===== src/rtl/sram_acc_pkg.sv =====
// Shared types for the scalar-to-line SRAM access controller: FSM states,
// request size encodings and the size-to-byte-mask helper.
package sram_acc_pkg;

  localparam int LINE_BYTES = 16;

  typedef enum logic [1:0] {
    IDLE   = 2'd0,
    ACCESS = 2'd1,
    RESP   = 2'd2
  } state_e;

  typedef enum logic [1:0] {
    SZ_BYTE = 2'd0,
    SZ_HALF = 2'd1,
    SZ_WORD = 2'd2,
    SZ_RSVD = 2'd3
  } size_e;

  // Bytes touched by a scalar access, always starting at lane 0 of the line.
  function automatic logic [LINE_BYTES-1:0] size_mask(input size_e size);
    logic [LINE_BYTES-1:0] m;
    m = '0;
    case (size)
      SZ_BYTE: m[0]   = 1'b1;
      SZ_HALF: m[1:0] = 2'b11;
      SZ_WORD: m[3:0] = 4'hF;
      default: m      = '0;
    endcase
    return m;
  endfunction

endpackage


===== src/rtl/sram_access_ctrl_if.sv =====
// Request/response port of the SRAM access controller; master is the requester,
// slave is the controller, which also reports its FSM state on dbg_state.
interface sram_access_ctrl_if #(
  parameter int ADDR_W = 16,
  parameter int DATA_W = 32
) ();

  // Both channels use plain valid/ready: a transfer happens on the clk edge
  // where valid & ready are high; valid and payload hold until that edge.
  logic              req_valid;
  logic              req_ready;
  logic              req_we;
  logic [1:0]        req_size;
  logic              req_signed;
  logic [ADDR_W-1:0] req_addr;
  logic [DATA_W-1:0] req_wdata;

  logic              rsp_valid;
  logic              rsp_ready;
  logic [DATA_W-1:0] rsp_rdata;
  logic              rsp_err;

  logic [1:0]        dbg_state;

  modport master (
    output req_valid, req_we, req_size, req_signed, req_addr, req_wdata, rsp_ready,
    input  req_ready, rsp_valid, rsp_rdata, rsp_err, dbg_state
  );

  modport slave (
    input  req_valid, req_we, req_size, req_signed, req_addr, req_wdata, rsp_ready,
    output req_ready, rsp_valid, rsp_rdata, rsp_err, dbg_state
  );

endinterface


===== src/rtl/sram_acc_lane_fmt.sv =====
// Combinational lane formatting: size->byte mask, store data placement and load
// extraction/extension. Alignment errors only when SRAM_ACC_ALIGN_CHK_EN is defined.
module sram_acc_lane_fmt
  import sram_acc_pkg::*;
#(
  parameter int DATA_W = 32,
  parameter int LINE_W = 512
) (
  input  logic [1:0]            size,
  input  logic                  is_signed,
  input  logic [1:0]            addr_lo,
  input  logic [DATA_W-1:0]     wdata,
  input  logic [DATA_W-1:0]     rd_word,
  output logic [LINE_BYTES-1:0] mask,
  output logic [LINE_W-1:0]     wline,
  output logic [DATA_W-1:0]     rdata,
  output logic                  err
);

  logic misaligned;

`ifdef SRAM_ACC_ALIGN_CHK_EN
  assign misaligned = ((size_e'(size) == SZ_HALF) && addr_lo[0]) ||
                      ((size_e'(size) == SZ_WORD) && (addr_lo != 2'b00));
`else
  // Misaligned accesses simply span the next bytes; the SRAM handles wrap.
  logic unused_addr_lo;
  assign unused_addr_lo = ^addr_lo;
  assign misaligned     = 1'b0;
`endif

  assign err   = (size_e'(size) == SZ_RSVD) || misaligned;
  assign mask  = err ? '0 : size_mask(size_e'(size));
  assign wline = {{(LINE_W-DATA_W){1'b0}}, wdata};

  always_comb begin
    rdata = '0;
    case (size_e'(size))
      SZ_BYTE: rdata = {{(DATA_W-8){is_signed & rd_word[7]}}, rd_word[7:0]};
      SZ_HALF: rdata = {{(DATA_W-16){is_signed & rd_word[15]}}, rd_word[15:0]};
      SZ_WORD: rdata = rd_word;
      default: rdata = '0;
    endcase
    if (err) rdata = '0;
  end

endmodule


===== src/rtl/sram_access_ctrl.sv =====
// Single-outstanding scalar load/store controller in front of the line SRAM.
// Optional alignment checking is enabled by defining SRAM_ACC_ALIGN_CHK_EN.
module sram_access_ctrl
  import sram_acc_pkg::*;
#(
  parameter int ADDR_W = 16,
  parameter int DATA_W = 32,
  parameter int LINE_W = 512
) (
  input  logic                  clk,
  input  logic                  rst_n,
  sram_access_ctrl_if.slave     bus,
  output logic                  sram_w_en,
  output logic [LINE_BYTES-1:0] sram_w_mask,
  output logic [ADDR_W-1:0]     sram_address,
  output logic [LINE_W-1:0]     sram_write_data,
  input  logic [LINE_W-1:0]     sram_read_data
);

  localparam logic [1:0] ST_IDLE   = 2'(IDLE);
  localparam logic [1:0] ST_ACCESS = 2'(ACCESS);
  localparam logic [1:0] ST_RESP   = 2'(RESP);

  logic [1:0]            state_q, state_d;
  logic                  we_q, signed_q, err_q;
  logic [1:0]            size_q;
  logic [ADDR_W-1:0]     addr_q;
  logic [DATA_W-1:0]     wdata_q, rdata_q;

  logic                  accept, in_access, do_write;
  logic                  fmt_err;
  logic [LINE_BYTES-1:0] fmt_mask;
  logic [LINE_W-1:0]     fmt_wline;
  logic [DATA_W-1:0]     fmt_rdata;

  // Only the low DATA_W bits of the read line carry payload.
  logic unused_rd_hi;
  assign unused_rd_hi = ^sram_read_data[LINE_W-1:DATA_W];

  // rsp_ready feeds req_ready combinationally so RESP can hand off straight to ACCESS.
  assign bus.req_ready = (state_q == ST_IDLE) || ((state_q == ST_RESP) && bus.rsp_ready);
  assign accept        = bus.req_valid && bus.req_ready;
  assign in_access     = (state_q == ST_ACCESS);

  always_comb begin
    state_d = state_q;
    case (state_q)
      ST_IDLE:   if (accept) state_d = ST_ACCESS;
      ST_ACCESS: state_d = ST_RESP;
      ST_RESP:   if (bus.rsp_ready) state_d = accept ? ST_ACCESS : ST_IDLE;
      default:   state_d = ST_IDLE;
    endcase
  end

  always_ff @(posedge clk or negedge rst_n) begin
    if (!rst_n) begin
      state_q  <= ST_IDLE;
      we_q     <= 1'b0;
      size_q   <= 2'd0;
      signed_q <= 1'b0;
      addr_q   <= '0;
      wdata_q  <= '0;
      rdata_q  <= '0;
      err_q    <= 1'b0;
    end else begin
      state_q <= state_d;
      if (accept) begin
        we_q     <= bus.req_we;
        size_q   <= bus.req_size;
        signed_q <= bus.req_signed;
        addr_q   <= bus.req_addr;
        wdata_q  <= bus.req_wdata;
      end
      if (in_access) begin
        err_q   <= fmt_err;
        rdata_q <= we_q ? '0 : fmt_rdata;
      end
    end
  end

  sram_acc_lane_fmt #(
    .DATA_W (DATA_W),
    .LINE_W (LINE_W)
  ) u_lane_fmt (
    .size      (size_q),
    .is_signed (signed_q),
    .addr_lo   (addr_q[1:0]),
    .wdata     (wdata_q),
    .rd_word   (sram_read_data[DATA_W-1:0]),
    .mask      (fmt_mask),
    .wline     (fmt_wline),
    .rdata     (fmt_rdata),
    .err       (fmt_err)
  );

  // SRAM controls are decoded from state so an async reset drops them at once.
  assign do_write        = in_access && we_q && !fmt_err;
  assign sram_w_en       = do_write;
  assign sram_w_mask     = do_write ? fmt_mask : '0;
  assign sram_write_data = do_write ? fmt_wline : '0;
  assign sram_address    = addr_q;

  assign bus.rsp_valid = (state_q == ST_RESP);
  assign bus.rsp_rdata = rdata_q;
  assign bus.rsp_err   = err_q;
  assign bus.dbg_state = state_q;

endmodule


===== src/flat_wrapper.sv =====
// flat-port wrapper written by rule: the top's interface ports become plain ports
module sram_access_ctrl_flat import sram_acc_pkg::*;
#(
  parameter int ADDR_W = 16,
  parameter int DATA_W = 32,
  parameter int LINE_W = 512
)
  (clk, rst_n, sram_w_en, sram_w_mask, sram_address, sram_write_data, sram_read_data, bus_req_valid, bus_req_we, bus_req_size, bus_req_signed, bus_req_addr, bus_req_wdata, bus_rsp_ready, bus_req_ready, bus_rsp_valid, bus_rsp_rdata, bus_rsp_err, bus_dbg_state);
  sram_access_ctrl_if #(.ADDR_W(ADDR_W), .DATA_W(DATA_W)) bus_i ();
  input  logic clk;
  input  logic rst_n;
  output logic sram_w_en;
  output logic [LINE_BYTES-1:0] sram_w_mask;
  output logic [ADDR_W-1:0] sram_address;
  output logic [LINE_W-1:0] sram_write_data;
  input  logic [LINE_W-1:0] sram_read_data;
  input wire logic [$bits(bus_i.req_valid)-1:0] bus_req_valid;
  input wire logic [$bits(bus_i.req_we)-1:0] bus_req_we;
  input wire logic [$bits(bus_i.req_size)-1:0] bus_req_size;
  input wire logic [$bits(bus_i.req_signed)-1:0] bus_req_signed;
  input wire logic [$bits(bus_i.req_addr)-1:0] bus_req_addr;
  input wire logic [$bits(bus_i.req_wdata)-1:0] bus_req_wdata;
  input wire logic [$bits(bus_i.rsp_ready)-1:0] bus_rsp_ready;
  output wire logic [$bits(bus_i.req_ready)-1:0] bus_req_ready;
  output wire logic [$bits(bus_i.rsp_valid)-1:0] bus_rsp_valid;
  output wire logic [$bits(bus_i.rsp_rdata)-1:0] bus_rsp_rdata;
  output wire logic [$bits(bus_i.rsp_err)-1:0] bus_rsp_err;
  output wire logic [$bits(bus_i.dbg_state)-1:0] bus_dbg_state;
  assign bus_i.req_valid = bus_req_valid;
  assign bus_i.req_we = bus_req_we;
  assign bus_i.req_size = bus_req_size;
  assign bus_i.req_signed = bus_req_signed;
  assign bus_i.req_addr = bus_req_addr;
  assign bus_i.req_wdata = bus_req_wdata;
  assign bus_i.rsp_ready = bus_rsp_ready;
  assign bus_req_ready = bus_i.req_ready;
  assign bus_rsp_valid = bus_i.rsp_valid;
  assign bus_rsp_rdata = bus_i.rsp_rdata;
  assign bus_rsp_err = bus_i.rsp_err;
  assign bus_dbg_state = bus_i.dbg_state;
  sram_access_ctrl #(.ADDR_W(ADDR_W), .DATA_W(DATA_W), .LINE_W(LINE_W)) u_core (.clk(clk), .rst_n(rst_n), .bus(bus_i), .sram_w_en(sram_w_en), .sram_w_mask(sram_w_mask), .sram_address(sram_address), .sram_write_data(sram_write_data), .sram_read_data(sram_read_data));
endmodule

===== config.mk =====
export PLATFORM = sky130hd
export DESIGN_NAME = sram_access_ctrl_flat
export DESIGN_NICKNAME = d
export VERILOG_FILES = /design/src/rtl/sram_acc_pkg.sv /design/src/rtl/sram_access_ctrl_if.sv /design/src/rtl/sram_acc_lane_fmt.sv /design/src/rtl/sram_access_ctrl.sv /design/src/flat_wrapper.sv
export SDC_FILE = /design/constraint.sdc
export NUM_CORES = 1
export LEC_CHECK = 0
export CORE_AREA = 4 4 447 449
export DETAILED_ROUTE_END_ITERATION = 8
export DIE_AREA = 0 0 451 453
export GPL_ROUTABILITY_DRIVEN = 0
export SLEW_MARGIN = 10
export SYNTH_ARGS = -nofsm -noshare
export SYNTH_HDL_FRONTEND = slang
export SYNTH_HIERARCHICAL = 1
export SYNTH_SLANG_ARGS = --single-unit

===== constraint.sdc =====
create_clock -name clk -period 3.42 [get_ports clk]
set_input_delay 1.026 -clock clk [delete_from_list [all_inputs] [get_ports clk]]
set_output_delay 1.026 -clock clk [all_outputs]
set_load 0.02 [all_outputs]

; Word level (Yosys, flattened, before mapping)
; Index checks and enable logic that the tools add are counted.
[classes]
muxes = 13
bitwise = 2
add_sub_neg = 0
n_reduce_logical = 11
eq_ne = 7
n_div = 0
shifts = 0
n_mul = 0
order_cmp = 0
[ops]
columns = op, n
row1 = $mux W32, 3
row2 = $pmux W32 S3, 1
row3 = $mux W4, 2
row4 = $eq A2 B2 Y1 const B, 3
row5 = $mux W2, 3
row6 = $pmux W2 S3, 1
row7 = $eq A2 B1 Y1 const B, 2
row8 = $logic_and A1 B1 Y1, 4
row9 = $logic_not A2 Y1, 2
row10 = $mux W1, 3
row11 = $reduce_or A3 Y1, 1
row12 = $and A1 B1 Y1, 2
row13 = $ne A2 B1 Y1 const B, 1
row14 = $ne A2 B2 Y1 const B, 1
row15 = $reduce_and A2 Y1, 1
row16 = $reduce_or A2 Y1, 1
row17 = $logic_not A1 Y1, 1
row18 = $logic_or A1 B1 Y1, 1
[totals]
input_bits = 568
latch_bits = 0
rom_bits = 0
mem_bits_rw = 0
n_memories = 0
elab_cells = 41
register_bits = 87
output_inout_bits = 582

; Depth between registers and ports, before layout
[logic_depth]
ltp_word = 7
depth_mapped = 9
mapped_depth_nobuf = 6

; By module
; The synthesis kept the hierarchy.
[modules_own_cells]
columns = module, n_inst, cells_per_inst, area_each_um2, seq_area_each_um2
row1 = sram_access_ctrl, 1, 846, 7030.5, 2177.1
row2 = sram_acc_lane_fmt, 1, 589, 4555.6, 0.0

; Least setup slack after synthesis
; No wires, ideal clock.
[synth_timing]
kind = reg2out
from = register u_core.size_q[0]
to = output sram_write_data[0]
t_required_ps = 2394
t_arrival_ps = 1589
n_path_buf = 2
stages_incl_launch_ff = 6
setup_slack_ps = 805
cell_sequence = dfrtp_1 -> ha_1 -> nor3b_4 -> buf_6 -> clkbuf_2 -> and2_1
[synth_via]
elab_chain_cells = 4
[synth_lines]
columns = element, line_no
row1 = start: declaration, sram_access_ctrl.sv:26  ; logic [1:0] size_q;
row2 = start signal: assignment, sram_access_ctrl.sv:69  ; size_q <= bus.req_size;
row3 = $eq A2 B2 Y1, sram_acc_lane_fmt.sv:32  ; assign err = (size_e'(size) == SZ_RSVD) || misaligned;
row4 = net u_core.fmt_err, sram_access_ctrl.sv:31  ; logic fmt_err;
row5 = $logic_not A1 Y1, sram_access_ctrl.sv:97  ; assign do_write = in_access && we_q && !fmt_err;
row6 = $logic_and A1 B1 Y1, sram_access_ctrl.sv:97
row7 = $mux W32, sram_access_ctrl.sv:100  ; assign sram_write_data = do_write ? fmt_wline : '0;
row8 = end: declaration, flat_wrapper.sv:15  ; output logic [LINE_W-1:0] sram_write_data;
; The timed path passes the listed nets, and every way through them passes these cells.

; Worst setup path after layout
[layout_timing]
from = register u_core.size_q[1]
to = output sram_w_en
[layout_via]
elab_chain_cells = 3
[layout_lines]
columns = element, line_no
row1 = $eq A2 B2 Y1, sram_acc_lane_fmt.sv:32
row2 = net u_core.fmt_err, sram_access_ctrl.sv:31
row3 = $logic_not A1 Y1, sram_access_ctrl.sv:97
row4 = $logic_and A1 B1 Y1, sram_access_ctrl.sv:97
row5 = end: declaration, flat_wrapper.sv:12  ; output logic sram_w_en;
; The timed path passes the listed nets, and every way through them passes these cells.

==> summary.log <==
INFO  job            max-cap-violations=0
INFO  detailed_routing post-route-drc-count=0
INFO  timing         final.hold.worst_slack=0.485ns
INFO  finish         multi_input_comb_area=6800µm²
INFO  finish         layout.cells.most_common=and2_1
INFO  power          peakVddDrop=0.000290V
INFO  critical_path  timing.critical_path.required=2.39ns
INFO  power          power_frac_seq=25.4%
INFO  critical_path  critical_path_arrival=2.29ns
INFO  floorplan      initial_core_util=5.91%
INFO  detailed_routing detail_route.first_pass.iterations=4
INFO  floorplan      die_h=453µm
INFO  timing         finalHoldViolCount=0
INFO  place          placed_cells=4155
INFO  logic_synthesis synthCells=1435
INFO  finish         num-nets-final=2111
INFO  power          cellLeakagePower=6.12nW
INFO  logic_synthesis yosysWarnings=6
INFO  detailed_routing drt-wirelength-per-cell=9.26µm
INFO  finish         fillCellCount=23000
INFO  timing         fin_crit_share=96.8%
INFO  floorplan      core.rowCount=163
INFO  floorplan      design.portCount=1150
INFO  logic_synthesis unique_masters_post_synth=28
INFO  global_route   grtUsageTotal=3.36%
INFO  critical_path  timing.critical_path.fanout_max=14
INFO  finish         synthToLayoutAreaGrowth=30.4%
INFO  logic_synthesis yosys_most_used_dff=dfrtp_1
INFO  critical_path  worst_path_dominant_cell_family=buffers and inverters
INFO  finish         fraction_of_final_layout_cells_sized_beyond_drive_strength_1=9.79%
INFO  clock_tree     cts_root_buf=clkbuf_16
INFO  power          p_per_area=381nW/µm²
INFO  critical_path  cell_by_cell_listing_of_the_critical_path=ha_1 > nor3b_4 > buf_4 > buf_12 > buf_16 > buf_12 > dlygate4sd2_1
INFO  global_route   global_route.overflow_total=0
INFO  clock_tree     cts_max_path_buffers=2
INFO  critical_path  crit_cells=7
INFO  detailed_routing via_count=6905
INFO  detailed_routing route.antenna.remaining_nets=0
INFO  critical_path  worstPathBufferInverterCount=5
INFO  global_route   grt_pass1_vias=5986
INFO  logic_synthesis fraction_of_synthesized_area_in_multiplexers=5.15%
INFO  logic_synthesis top_area_cell_type_share_of_the_netlist_area=34.3%
INFO  detailed_routing routed_wirelength=38800µm
INFO  global_route   first_pass_grt_wire_length=46900µm
INFO  critical_path  critical-path-slowest-cell=dfrtp_2
INFO  logic_synthesis post_synth_fa_ha_maj_area_fraction=0.648%
INFO  logic_synthesis synthesized_area_fraction_occupied_by_xor_and_xnor_cells=0%
INFO  timing         max_clock_freq=302MHz
INFO  floorplan      die_area=204000µm²
INFO  timing         setup_viol_count_final=0
INFO  timing         fin_ws=0.108ns
INFO  place          dp_slack=0.0180ns
INFO  critical_path  worst_path_most_repeated_cell=buf_12
INFO  floorplan      chipWidth=451µm
INFO  logic_synthesis synth_edf_count=0
INFO  clock_tree     clkTransAtPathRegs=0.08ns
INFO  floorplan      coreArea=196000µm²
INFO  detailed_routing drtIter0Drc=126
INFO  place          hpwlAfterDp=30900µm
INFO  clock_tree     clock_insertion_delay_worst_skew=0.41ns
INFO  logic_synthesis simple_gate_portion_of_the_synthesized_area=32.7%
INFO  clock_tree     cts_tree=yes
INFO  critical_path  crit_path_end_kind=primary output
INFO  hold_path      min_delay_path_depth=2
INFO  timing         setup_total_negative_slack=0ns
INFO  logic_synthesis async_flop_share=100%
INFO  power          p_sw=0.00268W
INFO  logic_synthesis synth_top_area_cell=buf_4
INFO  critical_path  critical_path.startpoint_type=flop
INFO  clock_tree     sinks_on_clock_net=87
INFO  logic_synthesis synth-seq-area-share=18.8%
INFO  logic_synthesis average_size_of_a_mapped_cell=8.07µm²
INFO  finish         ff_latch_area=2180µm²
INFO  place          numPortBuffers=177
INFO  clock_tree     numCtsBuffers=9
INFO  critical_path  critPathMaxStageDelay=0.45ns
INFO  timing         worstMarginPinSlew=0.965ns
INFO  timing         post_route_clock_skew=0.0156ns
INFO  global_route   grt_start_max_net_pins=153
INFO  clock_tree     cts_max_level=3
INFO  power          clock_network_power_share=20.7%
INFO  global_route   antenna_found_initial=26
INFO  timing         final_max_slew_viol_count=0
INFO  run_status     status=finished clean
INFO  critical_path  timing.setup.critical_path_class=reg2out
INFO  finish         fin_util=7.70%
INFO  logic_synthesis ys_ff_latch=87
INFO  critical_path  r2r_cells=8
INFO  logic_synthesis synth-compound-area-share=4.05%
INFO  hold_path      hp-class=reg2reg
INFO  timing         worst_slew_margin_rel=35.7%
INFO  finish         number_of_cells_in_the_finished_layout_apart_from_fillers=4188
INFO  power          int_pwr=0.00308W
INFO  power          comb_power_share=53.9%
INFO  logic_synthesis main_combinational_cell_family_by_area_after_synthesis=buffers and inverters
INFO  power          netSwitchingFraction=46.5%
INFO  logic_synthesis synth.cell_area=11600µm²
INFO  finish         layout_common_cells=and2_1 (522), conb_1 (492), clkdlybuf4s50_1 (138), dfrtp_1 (85), mux2_2 (53)
INFO  logic_synthesis netlist_top_cells_area=buf_4 (34%), and2_1 (29%), dfrtp_1 (19%)
INFO  detailed_routing post_drt_via_cell_ratio=1.65
INFO  timing         min_period=3.31ns
## registers in the layout, indices dropped and copies added, names as in the netlist
name,flops
u_core/sram_address,16
u_core/bus.rsp_err,1
u_core/bus.dbg_state,2
u_core/we_q,1
u_core/size_q,2
u_core/signed_q,1
u_core/bus.rsp_rdata,32
u_core/wdata_q,32
## cell type report
cell class                      count  share of cell area (%)
Antenna cell                        6                  0.0994
Clock buffer                       10                    1.58
Clock inverter                      6                   0.497
Inverter                            4                  0.0994
Multi-Input combinational cell   1227                    45.0
Sequential cell                    87                    14.4
Tap cell                         2640                    21.9
Timing Repair Buffer              208                    16.5
## synth_stat cells, types with 2 or more instances
library cell  number
a21oi_1            8
and2_1           528
buf_12             2
buf_2              2
buf_4            530
buf_6             12
clkbuf_1          10
clkbuf_2          51
dfrtp_1           87
ha_1               6
inv_1              4
mux2_2            53
nand2_1           32
nand2b_1          33
nand2b_4           2
nor3b_1            9
o21ai_0           41
o2bb2ai_1          6
o2bb2ai_2         10
## worst paths after layout
check                                                         start                                    to  slack (ns)
worst min register to register  u_core/bus.rsp_rdata[1]$_DFFE_PN0N_   u_core/bus.rsp_rdata[1]$_DFFE_PN0N_        0.49
min in group asynchronous                                     rst_n        u_core/wdata_q[29]$_DFFE_PN0P_        0.66
max in group asynchronous                                     rst_n  u_core/bus.rsp_rdata[19]$_DFFE_PN0N_        2.08
worst max-delay path                   u_core/size_q[1]$_DFFE_PN0P_                             sram_w_en        0.11
worst max register to register         u_core/size_q[0]$_DFFE_PN0P_   u_core/bus.rsp_rdata[3]$_DFFE_PN0N_        1.47
worst min-delay path            u_core/bus.rsp_rdata[1]$_DFFE_PN0N_   u_core/bus.rsp_rdata[1]$_DFFE_PN0N_        0.49
## layer usage
layer  GRT usage [%]  share of wire (%)  up-vias
li1                -                  -     3584
met1            3.20                 35     2861
met2            5.88                 51      398
met3            1.98                 13       52
met4            1.37                2.2       10
met5               0               0.19        -
## cells by family (layout without fill, tap and decap cells)
kind of cell             Yosys count  in the layout
AND/OR/NAND/NOR                  610            610
AO/OA/AOI/OAI                     66             66
multiplexers                      53             53
flip-flops                        87             87
other                              1            498
adder cells (fa/ha/maj)            6              6
buffers and inverters            612            228
## tightest hold or removal path, cell delays in order (launching register included)
cell	delay [ns]
dfrtp_1	0.34
nand2_1	0.05
o21ai_0	0.06
## power groups by stage
| stage | logic [W] | registers, W | clock network (W) |
|---|---|---|---|
| after floorplan | 0.00232 | 0.00167 | 0 |
| after global placement | 0.00298 | 0.00147 | 0 |
| after detailed placement | 0.00301 | 0.00149 | 0 |
| after CTS | 0.00307 | 0.00147 | 0.00131 |
| after global routing | 0.00337 | 0.00151 | 0.00132 |
| final | 0.00310 | 0.00146 | 0.00119 |
## metrics by stage
step	total power, W	area [µm²]
detailed placement	0.00450	14500
floorplan	0.00399	13400
global placement	0.00445	14500
finish	0.00576	15100
global route	0.00619	15100
CTS	0.00585	14900
## what timing repair did
item,CTS,global route
gates cloned,1,3
hold buffers,0,0
resized for setup,16,20
setup buffers,2,5
setup endpoints to repair,35,33
hold endpoints to repair,0,0
Note: power is estimated with default switching activity, not from simulation.
